===== src/rtl/imm_encoder_component.sv =====
// imm_encoder_component: packs a requested immediate into one of several
// instruction formats; unencodable requests are dropped and counted.
`default_nettype none

module imm_encoder_component (
    input  logic        clk,
    input  logic        reset,
    input  logic        in_valid,
    output logic        in_ready,
    input  logic [3:0]  opcode,
    input  logic [15:0] value,
    input  logic [7:0]  fields,
    output logic        out_valid,
    input  logic        out_ready,
    output logic [15:0] inst,
    output logic        err,
    output logic [7:0]  err_count
);

    typedef enum logic [0:0] {
        EMPTY = 1'b0,
        FULL  = 1'b1
    } state_t;

    localparam logic [3:0] OP_HI8   = 4'b0101;
    localparam logic [3:0] OP_HALF  = 4'b0110;
    localparam logic [3:0] OP_LO4_A = 4'b1000;
    localparam logic [3:0] OP_LO4_B = 4'b1001;
    localparam logic [3:0] OP_LO4_C = 4'b1010;
    localparam logic [3:0] OP_U8    = 4'b1111;

    state_t      state_q;
    state_t      state_d;
    logic        encodable;
    logic [15:0] encoded;
    logic        accept;
    logic        consume;
    logic        load;
    logic        err_d;

    // Each format only succeeds if the decoder would rebuild exactly 'value'.
    always_comb begin
        encodable = 1'b0;
        encoded   = 16'h0000;
        case (opcode)
            OP_HI8: begin
                encodable = (value[7:0] == 8'h00);
                encoded   = {value[15:8], fields[3:0], OP_HI8};
            end
            OP_HALF: begin
                encodable = !value[0] && (value[15:9] == {7{value[8]}});
                encoded   = {value[8:1], fields[3:0], OP_HALF};
            end
            OP_LO4_A, OP_LO4_B, OP_LO4_C: begin
                encodable = (value[15:4] == {12{value[3]}});
                encoded   = {fields, value[3:0], opcode};
            end
            OP_U8: begin
                encodable = (value[15:8] == 8'h00);
                encoded   = {value[7:0], fields[3:0], OP_U8};
            end
            default: begin
                encodable = 1'b0;
                encoded   = 16'h0000;
            end
        endcase
    end

    assign out_valid = (state_q == FULL);
    assign in_ready  = !out_valid || out_ready;
    assign accept    = in_valid && in_ready;
    assign consume   = out_valid && out_ready;

    // A rejected accept while FULL implies a concurrent consume, so it empties.
    always_comb begin
        state_d = state_q;
        load    = 1'b0;
        err_d   = 1'b0;
        if (accept && encodable) begin
            load    = 1'b1;
            state_d = FULL;
        end else if (consume) begin
            state_d = EMPTY;
        end
        if (accept && !encodable) begin
            err_d = 1'b1;
        end
    end

    always_ff @(posedge clk or negedge reset) begin
        if (!reset) begin
            state_q   <= EMPTY;
            inst      <= 16'h0000;
            err       <= 1'b0;
            err_count <= 8'h00;
        end else begin
            state_q <= state_d;
            err     <= err_d;
            if (load) begin
                inst <= encoded;
            end
            if (err_d && (err_count != 8'hFF)) begin
                err_count <= err_count + 8'd1;
            end
        end
    end

endmodule

`default_nettype wire


===== config.mk =====
export PLATFORM = sky130hd
export DESIGN_NAME = imm_encoder_component
export DESIGN_NICKNAME = d
export VERILOG_FILES = /design/src/rtl/imm_encoder_component.sv
export SDC_FILE = /design/constraint.sdc
export NUM_CORES = 1
export LEC_CHECK = 0
export CORE_UTILIZATION = 25
export CTS_CLUSTER_DIAMETER = 50
export DETAILED_ROUTE_END_ITERATION = 8
export PLACE_DENSITY = 0.62
export SKIP_CTS_REPAIR_TIMING = 1
export SLEW_MARGIN = 20
export SYNTH_ARGS = -nofsm -noshare
export SYNTH_HDL_FRONTEND = slang
export SYNTH_SLANG_ARGS = --single-unit

===== constraint.sdc =====
create_clock -name clk -period 1.7 [get_ports clk]
set_clock_uncertainty 0.1 [all_clocks]
set_input_delay 0.51 -clock clk [delete_from_list [all_inputs] [get_ports clk]]
set_output_delay 0.51 -clock clk [all_outputs]
set_load 0.02 [all_outputs]

# --- Word-level counts from Yosys, hierarchy flattened ---
# Index checks and enable logic that the tools add are counted.
word_totals:
  out_inout_bits: 27
  in_bits: 32
  reg_bits: 26
op_classes:
  n_reduce_logical: 14
  n_eq_ne: 9
  muxes: 6
  n_addsub: 1
op_table:
  columns: ["operator", "n"]
  rows:
  - ["case mux 16 bit (4 select lines)", 1]
  - ["equality test 4 bit (second input constant)", 4]
  - ["zero test 8 bit", 2]
  - ["equality test 12 bit", 1]
  - ["adder 8 x 1 -> 8 bit (second input constant)", 1]
  - ["equality test 4 x 3 -> 1 bit (second input constant)", 2]
  - ["inequality test 8 bit (second input constant)", 1]
  - ["equality test 7 bit", 1]
  - ["logical AND 1 bit", 6]
  - ["two-way mux 1 bit", 4]
  - ["case mux 1 bit (4 select lines)", 1]
  - ["zero test 1 bit", 3]
  - ["OR reduction 3 bit", 1]
  - ["nonzero test 2 bit", 1]
  - ["logical OR 1 bit", 1]

# --- Logic depth before layout (Yosys ltp) ---
logic_depth:
  ltp_word: 7
  depth_mapped: 9
  ltp_nobuf: 7

# --- Worst setup path before layout ---
# No wires, ideal clock.
synth_timing:
  kind: "in2reg"
  start: "input port value[10]"
  end: "register inst[0]"
  required_ps: 1475
  arrival_time_ps: 2188
  slack_ps: -713
  cell_stages: 8
  path_cell_list: "or4_4 -> nor4_4 -> a22oi_1 -> o2111ai_2 -> and2_1 -> buf_6 -> buf_12 -> mux2_4"
synth_between:
  elab_chain_cells: 5
  word_cells_on_any_way: 7
  classes_between: "eq/ne: 2; mux: 2; reduce/logical: 3"
synth_lines:
  columns: ["item", "line", "rtl"]
  rows:
  - ["start: declaration", "11", "input logic [15:0] value,"]
  - ["equality test 7 bit", "51", "encodable = !value[0] && (value[15:9] == {7{value[8]}});"]
  - ["logical AND 1 bit", "51", null]
  - ["case mux 1 bit (4 select lines) *", "45", "case (opcode)"]
  - ["logical AND 1 bit *", "79", "if (accept && encodable) begin"]
  - ["two-way mux 1 bit *", "79", null]
  - ["end signal: assignment", "100", "inst <= encoded;"]
  - ["end: declaration", "15", "output logic [15:0] inst,"]
# Every way passes the cells marked *; elsewhere a longest branch is shown, timed or not.
# A chain may end at the register's enable or synchronous reset.

# --- Worst setup path after layout ---
layout_timing:
  start: "input port value[15]"
  end: "register inst[4]"
# Same word-level chain as after synthesis.

==> impl_metrics.ini <==
[timing]
worst_hold_slack_ns = 0.394
hold_violations = 0
rsz0062_at_grt = true
tns_ns = -17.36
tightest_slew_ns = 0.443
worst_slack_ns = -0.729
period_needed_ns = 2.43
slew_headroom = 0.702
max_freq_mhz = 412
drv_slew = 0
fin_crit_sh = 1.43
setup_viol = 26

[final_layout]
final_nets = 282
final_util = 0.479
nFillCells = 558
drive_above_1_share = 0.378
area_delta_synth_final_pct = 81.6
diodes = 0

[run_status]
status = finished with violations
violations = negative setup slack

[min_path]
hp-class = reg2reg

[flow_run]
maxCapViolCount = 0

[yosys]
syn_avg_cell_area_um2 = 11.2
ys.flop_type = dfrtp_1
synth-edff-count = 0
synth-seq-area-share = 0.410
ys_types = 39
yosys_warnings = 0
netlist_area_um2 = 1590
synth_cells = 142
synthArstFlopShare = 1.00
ys_ff_latch = 26
syn_nets = 176

[pwr]
p_per_area_nw_per_um2 = 659
total_power_mw = 1.90
leakage_nw = 1.77
ir_drop_mv = 0.375

[floorplanning]
fp.dieH_um = 81.7
start_util = 0.263
fp.dieArea_um2 = 6670
num_rows = 28
core_um2 = 6030
die_width_um = 81.7
ios = 59

[clock_tree]
numClockSinks = 26
cts_buffer_depth = 2
cts_tree = built
numCtsBuffers = 3
path_clk_slew_ns = 0.08
cts_htree_levels = 1
cts_root_buf = clkbuf_8
worstSkewPairLatency_ns = 0.26

[detailed_routing]
routed_wl_um = 4730
drt_iter0_drc = 45
drc = 0
wl_per_cell_um = 14.7
via_per_inst = 4.78
firstDrtPassIters = 4
vias = 1535
ant_nets = 0

[placed_design]
portBuffers = 58
post-dp-hpwl_um = 3510
dp_slack_ns = -1.23
gp_congestion = 0.818

[grt]
gr-usage-all-layers = 0.141
grt_pass1_wl_um = 7160
grt.overflow.total = 0
grt_max_degree = 27
grt_pass1_vias = 1494
antenna_found_initial = 0

[worst_setup_path]
worstSetupPathType = in2reg
arrival_ns = 2.49
endpoint_kind = flop
cp-start-kind = primary input
worstPathRequired_ns = 1.76
crit_fanout = 6
[cell families after synthesis]
| family | Yosys count | synth area share |
|---|---|---|
| AND/OR/NAND/NOR | 47 | 0.178 |
| AO/OA/AOI/OAI | 29 | 0.160 |
| flip-flops | 26 | 0.410 |
| multiplexers | 17 | 0.144 |
| buffers and inverters | 13 | 0.0481 |
| XOR/XNOR | 8 | 0.0441 |
| adder cells (fa/ha/maj) | 2 | 0.0158 |
[critical path: stages]
cell       delay (ns)
buf_6            0.09
or4_4            0.55
nor4_4           0.32
a22oi_2          0.12
o2111ai_2        0.22
and2_4           0.22
clkbuf_16        0.16
mux2_4           0.29
[cell usage after synthesis, types with 5 or more instances]
library cell	n	area (um2)
dfrtp_1	26	651
nor3_1	7	35.0
mux2_4	10	150
a221o_1	8	80.1
nor2_1	6	22.5
a22o_1	12	105
nand3_1	7	35.0
xor2_1	6	52.6
inv_1	5	18.8
nand2_1	6	22.5
mux2_2	7	78.8
clkbuf_1	5	18.8
[sequential cells by signal, summed over array words and instances, names as in the netlist]
register / flops
err: 1
inst: 16
err_count: 8
out_valid: 1
[layout make-up]
class	count	area, um2	area share
well taps	75	93.8	0.0325
inverters	5	18.8	0.00651
flip-flops and latches	26	651	0.226
clock buffers	3	41.3	0.0143
multi-input cells	103	976	0.338
repair buffers	109	1100	0.383
[routing by layer]
metal  vias to the layer above  global-route usage  wire length [um]  share of wire
li1                        751                   -                 -              -
met1                       741               0.181              2110           0.45
met2                        37               0.238              2300           0.49
met3                         6              0.0267               271          0.057
met4                         0              0.0421                57          0.012
met5                         -                   0                 0              0
[placed cells by master (no fill, tap or decap), drive strengths merged]
cell type,count
buf,52
dlymetal6s2s,36
dfrtp,26
clkdlybuf4s50,18
mux2,17
a22o,12
a221o,8
nand3,7
nor3,7
xor2,6
nand2,6
nor2,6
clkbuf,6
inv,5
nor3b,3
or4,2
nor4,2
nand4,2
nor4bb,2
xnor2,2
a21oi,2
nor2b,2
ha,2
nand2b,2
and2,2
a211oi,1
a22oi,1
o211ai,1
and4,1
nand3b,1
o2111ai,1
or3,1
a21o,1
o31a,1
and3,1
o21ai,1
[through the flow]
step,area [um2],cells
floorplan,1590,142
global placement,2560,311
detailed placement,2560,311
CTS,2600,314
global route,2880,321
finish,2880,321
[worst paths after layout]
path,start,end,slack [ns],cells past startpoint
min in group asynchronous,reset,inst[1],0.49,2
max in group asynchronous,reset,err_count[1],0.85,2
setup reg to reg,err_count[2],err_count[3],-0.23,6
hold reg to reg,err_count[4],err_count[4],0.39,1
hold / removal,err_count[4],err_count[4],0.39,1
setup / recovery,value[15],inst[4],-0.73,8
[where the power goes]
group / internal (mW) / switching, mW / total, mW
Combinational: 0.410 / 0.363 / 0.773
Clock: 0.159 / 0.183 / 0.341
Sequential: 0.702 / 0.0832 / 0.785
Total: 1.27 / 0.629 / 1.90
Note: power is estimated with default switching activity, not from simulation.
